`config.mk`:
```
export PLATFORM = sky130hd
export DESIGN_NAME = pdp11_trace_buffer
export DESIGN_NICKNAME = d
export VERILOG_FILES = /design/src/rtl/pdp11_trace_buffer.sv
export SDC_FILE = /design/constraint.sdc
export NUM_CORES = 2
export LEC_CHECK = 0
export CORE_ASPECT_RATIO = 1.2
export CORE_UTILIZATION = 35
export CTS_CLUSTER_SIZE = 40
export DETAILED_ROUTE_END_ITERATION = 6
export GPL_TIMING_DRIVEN = 1
export RECOVER_POWER = 25
export SLEW_MARGIN = 20
export SYNTH_ARGS = -nofsm -noshare
export SYNTH_HDL_FRONTEND = slang
export SYNTH_SLANG_ARGS = --single-unit
```
`constraint.sdc`:
```
create_clock -name clock -period 14.3 [get_ports clock]
set_clock_uncertainty 0.1 [all_clocks]
set_input_delay 2.145 -clock clock [delete_from_list [all_inputs] [get_ports clock]]
set_output_delay 2.145 -clock clock [all_outputs]
set_load 0.005 [all_outputs]
```
`src/rtl/pdp11_trace_buffer.sv`:
```
// -----------------------------------------------------------------------------
// pdp11_trace_buffer
//
// Instruction/result trace capture for the PDP-11 core. Each decode event
// (PC + instruction word) is paired with the next execute event (ALU result)
// and stored as one entry in a circular buffer. Capture can free-run with
// wrap, stop when the buffer fills, or stop a fixed number of entries after
// an opcode trigger. Once capture has stopped the buffer is read out
// oldest-first.
//
// Ports:
//   clock, reset               sole clock (rising edge), synchronous active-high reset
//   arm, stop                  start capture (IDLE/DONE), force DONE (CAPTURE/POST)
//   mode, trig_en              0 = wrap / 1 = stop when full; trigger enable (sampled on arm)
//   trig_mask, trig_value      opcode trigger: (instr & mask) == value
//   fetch_valid/pc/instr       decode event
//   result_valid, alu_result   execute event
//   rd_en                      readout request (DONE only)
//   rd_valid, rd_pc, rd_instr,
//   rd_result, rd_has_result   readout data, one cycle after an accepted rd_en
//   state_o                    0 IDLE, 1 CAPTURE, 2 POST, 3 DONE
//   count                      valid entries, saturating at DEPTH
//   overflow                   oldest entry has been overwritten
//   orphan_cnt                 results seen with no pending fetch (saturating)
// -----------------------------------------------------------------------------
module pdp11_trace_buffer #(
    parameter int DATA_W    = 16,
    parameter int DEPTH     = 64,
    parameter int POST_TRIG = 16
) (
    input  logic                     clock,
    input  logic                     reset,
    input  logic                     arm,
    input  logic                     stop,
    input  logic                     mode,
    input  logic                     trig_en,
    input  logic [DATA_W-1:0]        trig_mask,
    input  logic [DATA_W-1:0]        trig_value,
    input  logic                     fetch_valid,
    input  logic [DATA_W-1:0]        fetch_pc,
    input  logic [DATA_W-1:0]        fetch_instr,
    input  logic                     result_valid,
    input  logic [DATA_W-1:0]        alu_result,
    input  logic                     rd_en,
    output logic                     rd_valid,
    output logic [DATA_W-1:0]        rd_pc,
    output logic [DATA_W-1:0]        rd_instr,
    output logic [DATA_W-1:0]        rd_result,
    output logic                     rd_has_result,
    output logic [1:0]               state_o,
    output logic [$clog2(DEPTH):0]   count,
    output logic                     overflow,
    output logic [7:0]               orphan_cnt
);

    localparam int AW = $clog2(DEPTH);
    localparam int CW = AW + 1;
    localparam int EW = 3 * DATA_W + 1;

    localparam logic [CW-1:0] FULL      = CW'(DEPTH);
    localparam logic [CW-1:0] POST_LOAD = CW'(POST_TRIG);

    typedef enum logic [1:0] {
        S_IDLE    = 2'd0,
        S_CAPTURE = 2'd1,
        S_POST    = 2'd2,
        S_DONE    = 2'd3
    } state_t;

    state_t              state_q, state_d;
    logic [AW-1:0]       wr_ptr_q, wr_ptr_d;
    logic [CW-1:0]       count_q, count_d;
    logic [CW-1:0]       post_rem_q, post_rem_d;
    logic [CW-1:0]       rd_index_q, rd_index_d;
    logic                overflow_q, overflow_d;
    logic [7:0]          orphan_q, orphan_d;
    logic                pending_q, pending_d;
    logic [DATA_W-1:0]   stage_pc_q, stage_pc_d;
    logic [DATA_W-1:0]   stage_instr_q, stage_instr_d;
    logic                mode_q, mode_d;
    logic                trig_en_q, trig_en_d;
    logic                rd_valid_q, rd_valid_d;
    logic [EW-1:0]       rd_entry_q;

    // Entry layout: {pc, instr, result, has_result}
    logic [EW-1:0]       mem [DEPTH];

    logic                wr_en;
    logic [EW-1:0]       wr_entry;
    logic                rd_accept;
    logic [AW-1:0]       rd_addr;
    logic                capturing;
    logic                trig_hit;
    logic                done_full;
    logic                done_post;

    assign capturing = (state_q == S_CAPTURE) || (state_q == S_POST);

    // Once the buffer has wrapped, the slot about to be overwritten is the oldest.
    assign rd_addr = (overflow_q ? wr_ptr_q : '0) + rd_index_q[AW-1:0];

    always_comb begin
        state_d       = state_q;
        wr_ptr_d      = wr_ptr_q;
        count_d       = count_q;
        post_rem_d    = post_rem_q;
        rd_index_d    = rd_index_q;
        overflow_d    = overflow_q;
        orphan_d      = orphan_q;
        pending_d     = pending_q;
        stage_pc_d    = stage_pc_q;
        stage_instr_d = stage_instr_q;
        mode_d        = mode_q;
        trig_en_d     = trig_en_q;
        rd_valid_d    = 1'b0;
        wr_en         = 1'b0;
        wr_entry      = '0;
        rd_accept     = 1'b0;
        trig_hit      = 1'b0;
        done_full     = 1'b0;
        done_post     = 1'b0;

        if (stop && capturing) begin
            // Any staged fetch is dropped; inputs in this cycle are ignored.
            state_d   = S_DONE;
            pending_d = 1'b0;
        end else if (arm && !capturing) begin
            state_d    = S_CAPTURE;
            wr_ptr_d   = '0;
            count_d    = '0;
            overflow_d = 1'b0;
            orphan_d   = '0;
            pending_d  = 1'b0;
            rd_index_d = '0;
            mode_d     = mode;
            trig_en_d  = trig_en;
        end else if (capturing) begin
            // Pairing of decode and execute events through the staging register.
            if (result_valid && pending_q) begin
                wr_en     = 1'b1;
                wr_entry  = {stage_pc_q, stage_instr_q, alu_result, 1'b1};
                pending_d = fetch_valid;
            end else if (result_valid) begin
                if (orphan_q != 8'hFF) begin
                    orphan_d = orphan_q + 8'd1;
                end
                pending_d = fetch_valid;
            end else if (fetch_valid && pending_q) begin
                // A second fetch before any result: flush the staged one unpaired.
                wr_en    = 1'b1;
                wr_entry = {stage_pc_q, stage_instr_q, {DATA_W{1'b0}}, 1'b0};
            end else if (fetch_valid) begin
                pending_d = 1'b1;
            end

            if (fetch_valid) begin
                stage_pc_d    = fetch_pc;
                stage_instr_d = fetch_instr;
            end

            if (wr_en) begin
                wr_ptr_d = wr_ptr_q + AW'(1);
                if (count_q == FULL) begin
                    overflow_d = 1'b1;
                end else begin
                    count_d = count_q + CW'(1);
                end
                if (mode_q && (count_q == FULL - CW'(1))) begin
                    done_full = 1'b1;
                end
                if (state_q == S_POST) begin
                    post_rem_d = post_rem_q - CW'(1);
                    if (post_rem_q == CW'(1)) begin
                        done_post = 1'b1;
                    end
                end
            end

            trig_hit = (state_q == S_CAPTURE) && trig_en_q && fetch_valid &&
                       ((fetch_instr & trig_mask) == trig_value);

            if (done_full || done_post) begin
                state_d = S_DONE;
            end else if (trig_hit) begin
                state_d    = S_POST;
                post_rem_d = POST_LOAD;
            end
        end else if ((state_q == S_DONE) && rd_en && (rd_index_q < count_q)) begin
            rd_accept  = 1'b1;
            rd_valid_d = 1'b1;
            rd_index_d = rd_index_q + CW'(1);
        end
    end

    always_ff @(posedge clock) begin
        if (reset) begin
            state_q       <= S_IDLE;
            wr_ptr_q      <= '0;
            count_q       <= '0;
            post_rem_q    <= '0;
            rd_index_q    <= '0;
            overflow_q    <= 1'b0;
            orphan_q      <= '0;
            pending_q     <= 1'b0;
            stage_pc_q    <= '0;
            stage_instr_q <= '0;
            mode_q        <= 1'b0;
            trig_en_q     <= 1'b0;
            rd_valid_q    <= 1'b0;
            rd_entry_q    <= '0;
        end else begin
            state_q       <= state_d;
            wr_ptr_q      <= wr_ptr_d;
            count_q       <= count_d;
            post_rem_q    <= post_rem_d;
            rd_index_q    <= rd_index_d;
            overflow_q    <= overflow_d;
            orphan_q      <= orphan_d;
            pending_q     <= pending_d;
            stage_pc_q    <= stage_pc_d;
            stage_instr_q <= stage_instr_d;
            mode_q        <= mode_d;
            trig_en_q     <= trig_en_d;
            rd_valid_q    <= rd_valid_d;
            if (rd_accept) begin
                rd_entry_q <= mem[rd_addr];
            end
        end
    end

    // Trace storage; no reset so it maps onto block RAM.
    always_ff @(posedge clock) begin
        if (wr_en) begin
            mem[wr_ptr_q] <= wr_entry;
        end
    end

    assign rd_valid      = rd_valid_q;
    assign rd_pc         = rd_entry_q[EW-1 -: DATA_W];
    assign rd_instr      = rd_entry_q[2*DATA_W -: DATA_W];
    assign rd_result     = rd_entry_q[DATA_W -: DATA_W];
    assign rd_has_result = rd_entry_q[0];
    assign state_o       = state_q;
    assign count         = count_q;
    assign overflow      = overflow_q;
    assign orphan_cnt    = orphan_q;

endmodule

```
Word level (Yosys, flattened, before mapping):

Memory sizes are Yosys's and may differ from the RTL's. A register that Yosys moved wholly into a read port is not among the register bits.
Index checks and enable logic that the tools add are counted.

* bits in registers: 74
* RAM bits: 3136
* input bits: 89
* output and inout bits: 68
* word-level logic and storage cells: 134
* memories kept: 1

* add/subtract/negate cells: 6
* magnitude comparators: 1
* equality and inequality tests: 12
* multiplexer cells: 65
* bitwise operators: 3
* reductions and logical operators: 33

Memories
* mem: depth 64, bits a word 49, rd ports 1, clocked after memory_dff 1, wr ports 1, line 86 `logic [EW-1:0] mem [DEPTH];`

Operators by type and width (count)
* $mux 49: 6
* $mux 7: 11
* $mux 8: 5
* $mux 1: 34
* $mux 6: 4
* $and 16x16->16: 1
* $eq 16x16->1: 1
* $add 7x1->7 const B: 2
* $reduce_and 3->1: 4
* $reduce_and 4->1: 3
* $reduce_bool 2->1: 6
* $logic_and 1x1->1: 10
* $mux 2: 5
* $add 8x1->8 const B: 1
* $ne 8x8->1 const B: 1
* $eq 7x1->1 const B: 1
* $eq 7x6->1 const B: 1
* $eq 7x7->1 const B: 1
* $lt 7x7->1: 1
* $sub 7x1->7 const B: 1
* $add 6x1->6 const B: 1
* $add 6x6->6: 1
* $reduce_bool 3->1: 2
* $reduce_and 5->1: 1
* other kinds (11): 16

Depth between registers and ports, before layout:

* depth in word-level cells: 16
* gate-level depth with buffers: 14

Least setup slack after synthesis:

Ideal clock, no wire load.

* path kind: input port to flip-flop
* from: input fetch_valid
* to: memory mem[10][0] (netlist bit), enable pin
* setup time: 456 ps
* arrival time: 5421 ps
* data required time: 13744 ps
* slack: 8323 ps
* stages on the path: 6
* buffers on the path: 2
* cells stage by stage: o21ai_0 > nor3_1 > clkbuf_1 > buf_1 > nand3_1 > nor2_1

* longest elaborated chain between the ends: 12

Ends and longest elaborated chain
* start: declaration: line 39 `input logic fetch_valid,`
* $logic_and 1x1->1: line 148 `end else if (fetch_valid && pending_q) begin`
* $mux 1: line 148
* $mux 1: line 143 `end else if (result_valid) begin`
* $mux 1: line 139 `if (result_valid && pending_q) begin`
* $mux 1: line 137 `end else if (capturing) begin`
* $mux 1: line 127 `end else if (arm && !capturing) begin`
* $mux 1: line 123 `if (stop && capturing) begin`
* $mux 1: line 137
* $mux 1: line 127
* $mux 1: line 123
* $mux 1: line 233 `if (wr_en) begin`
* $mux 1 (not written as such): line 234 `mem[wr_ptr_q] <= wr_entry;`
* end: declaration: line 86

No other way between the ends. The select of a mux whose other input is x is not followed.

Final worst setup path:

* from: input fetch_valid
* to: memory mem[11][41] (netlist bit) (data pin)

* longest elaborated chain between the ends: 7

Ends and longest elaborated chain
* $logic_and 1x1->1: line 148
* $mux 49: line 148
* $mux 49: line 143
* $mux 49: line 139
* $mux 49: line 137
* $mux 49: line 127
* $mux 49: line 123
* net wr_entry[41]: line 89 `logic [EW-1:0] wr_entry;`

The timed path passes the listed nets, and every way through them passes these cells.

==> impl_metrics.toml <==
[status]
status = "complete, but fails checks"
violations = "design-rule violations, max-capacitance violations, max-slew violations"

[yosys]
synth_top_area_frac = 0.7563
synthDistinctLibCells = 54
postSynthAreaPerCell_um2 = 21.45
ys_warn_count = 0
syn_nets = 5916
synthCells = 5805
ys_seq_area_frac = 0.7761
synth_common_cells = "3136 x edfxtp_1, 830 x mux4_2, 536 x nand2_1"
synthArstFlopShare = 0
synth-edff-count = 3136
yosys_register_bits = 3259
yosysTopAreaCell = "edfxtp_1"
yosysMostFrequentCell = "edfxtp_1"
netlist_area_mm2 = 0.1245
synthFlopType = "edfxtp_1"
yosys-top-cells-area = "edfxtp_1 76%, mux4_2 15%, dfxtp_1 2.0%"

[die]
die_area_mm2 = 0.3581
design.core.area_mm2 = 0.3535
die_y_um = 655.4
dieWidth_um = 546.5
num_rows = 239
start_util = 0.3523
io_pins = 157

[grt]
grt_pass1_vias = 62170
grt_max_degree = 128
grt_pass1_wl_um = 486300
antenna_found_initial = 19
grt_use_total = 0.1916
grt_overflow = 0

[detailed_routing]
drt_pass1_iterations = 7
routed_via_density = 5.524
vias = 61230
wl_per_cell_um = 31.35
drt_iter0_drc = 7291
ant_nets = 0
wl_um = 347500
remaining_drc_errors = 12

[setup_path]
crit_path_end_kind = "flop"
timing.rr.end = "mem[11][41]$_DFFE_PP_"
r2r_cells = 5
crit_path_max_fanout = 64
reg2reg_slack_ns = 7.40
crit_arrival_ns = 7.87
crit_required_ns = 14.15
critPathKind = "in -> reg"
setup.worst_path.start_class = "input port"
r2r-start = "state_o[0]$_SDFFE_PP0P_"

[sta]
rsz0062_at_grt = "no"
finalSetupTns_ns = 0
drv_slew = 2161
clock.fmax_mhz = 124.8
min_period_ns = 8.016
setup_viol = 0
hold_viol_final = 0
slew_headroom = -2.233
timing.final.crit_share = 0.5606
tightest_slew_ns = 4.850

[final_layout]
stdcell_area_mm2 = 0.1424
drive_above_1_share = 0.2415
final_nets = 6241
synthToLayoutAreaGrowth_pct = 14.36
fillers = 30870

[worst_hold_path]
hold_path_end = "stage_instr_q[11]$_SDFFE_PP0P_"
hp-start = "stage_instr_q[11]$_SDFFE_PP0P_"
hold_class = "reg -> reg"
hold-path-cell-count = 2

[flow_run]
maxCapViolCount = 35

[cts]
cts_sinks = 3259
postCtsSetupBuffers = 0
cts_resized = 0
cts-root-buf = "clkbuf_16"
path_clk_slew_ns = 0.06
insertion_delay_ns = 0.88
numCtsBuffers = 310
holdBufCountCts = 0
cts_tree = "yes"
htreeDepth = 5
cts_buffer_depth = 4

[power_and_ir_drop]
total_power_mw = 18.60
vdd_drop_max_v = 0.00009202
power.density_mw_per_mm2 = 130.7
p_leak_nw = 37.49

[place]
routabilityCongestion = 0.8121
detailed_place_hpwl_um = 196000
io_buffer_count = 156
placed_area_mm2 = 0.1328
==> registers in the layout, summed over array words and instances (netlist names), 2 cells and up <==
| register | flops |
|---|---|
| mem | 3136 |
| orphan_cnt | 8 |
| wr_ptr_q | 6 |
| post_rem_q | 7 |
| state_o | 2 |
| rd_entry_q | 49 |
| stage_instr_q | 16 |
| stage_pc_q | 16 |
| rd_index_q | 7 |
| count | 7 |
==> critical path, stage by stage <==
cell	delay, ns
dlygate4sd3_1	0.66
o21ai_0	0.20
nor3_1	0.28
clkbuf_1	0.88
and2_0	3.54
==> report_power, final <==
| group | switching, mW | internal [mW] |
|---|---|---|
| Sequential | 0.0198 | 10.4 |
| Combinational | 0.152 | 0.0731 |
| Clock | 3.52 | 4.48 |
| Total | 3.69 | 14.9 |
==> worst max-delay path by stage <==
stage	endpoint	from	slack, ns
after detailed placement	mem[21][11]$_DFFE_PP_	fetch_valid	7.52
final	mem[11][41]$_DFFE_PP_	fetch_valid	6.28
after global routing	mem[23][39]$_DFFE_PP_	fetch_valid	6.12
after CTS	rd_entry_q[18]$_SDFFE_PP0P_	wr_ptr_q[0]$_SDFFE_PP0P_	8.07
after floorplan	mem[10][0]$_DFFE_PP_	fetch_valid	8.32
after global placement	rd_entry_q[11]$_SDFFE_PP0P_	wr_ptr_q[0]$_SDFFE_PP0P_	7.50
==> cell usage in the layout, fill, tap and decap left out, types with 60 or more instances in the layout <==
master           count
mux4_2             830
clkbuf_16          318
clkbuf_1            94
buf_4              151
clkinv_2            62
o21ai_0             60
edfxtp_1          3136
nand2_1            534
mux2i_1            100
dfxtp_1            123
clkdlybuf4s50_1    151
nand3_1            113
a32oi_1             96
nor2_4              66
==> metal layers <==
| layer | GRT usage | wire length [µm] |
|---|---|---|
| met5 | 0 | 26 |
| met4 | 0.07142 | 13510 |
| met3 | 0.02901 | 26760 |
| met2 | 0.3294 | 175200 |
| met1 | 0.2456 | 132000 |
==> stage by stage <==
| stage | std cells | setup WS [ns] | utilization | hold WS, ns |
|---|---|---|---|---|
| floorplan | 5805 | 8.323 | - | 0.3317 |
| global route | 11070 | 6.122 | 0.4028 | 0.3740 |
| finish | 11080 | 6.284 | 0.4029 | 0.3525 |
| detailed placement | 10520 | 7.524 | 0.3758 | 0.3492 |
| global placement | 10510 | 7.502 | 0.3754 | 0.3449 |
| CTS | 11070 | 8.067 | 0.4031 | 0.3575 |
==> area by class of cell <==
cell class / instances / area (µm²) / share of cell area
inverters: 21 / 78.83 / 0.0005536
clock buffers: 408 / 8416 / 0.05910
well taps: 4699 / 5879 / 0.04129
flip-flops and latches: 3259 / 96630 / 0.6786
diodes: 11 / 27.53 / 0.0001933
clock inverters: 147 / 1246 / 0.008752
multi-input cells: 2200 / 27080 / 0.1902
repair buffers: 338 / 3033 / 0.02130
==> cell families after synthesis <==
logic type / Yosys count / share of synthesized area
xor gates and xnor gates: 45 / 0.003316
and+or+nand+nor: 917 / 0.03213
AOI/OAI and AO/OA: 281 / 0.01562
DFF: 3259 / 0.7761
muxes: 935 / 0.1591
buffers and inverters: 346 / 0.01147
adders and majority gates: 22 / 0.002271
No activity file was read; power rests on OpenSTA's default activity.
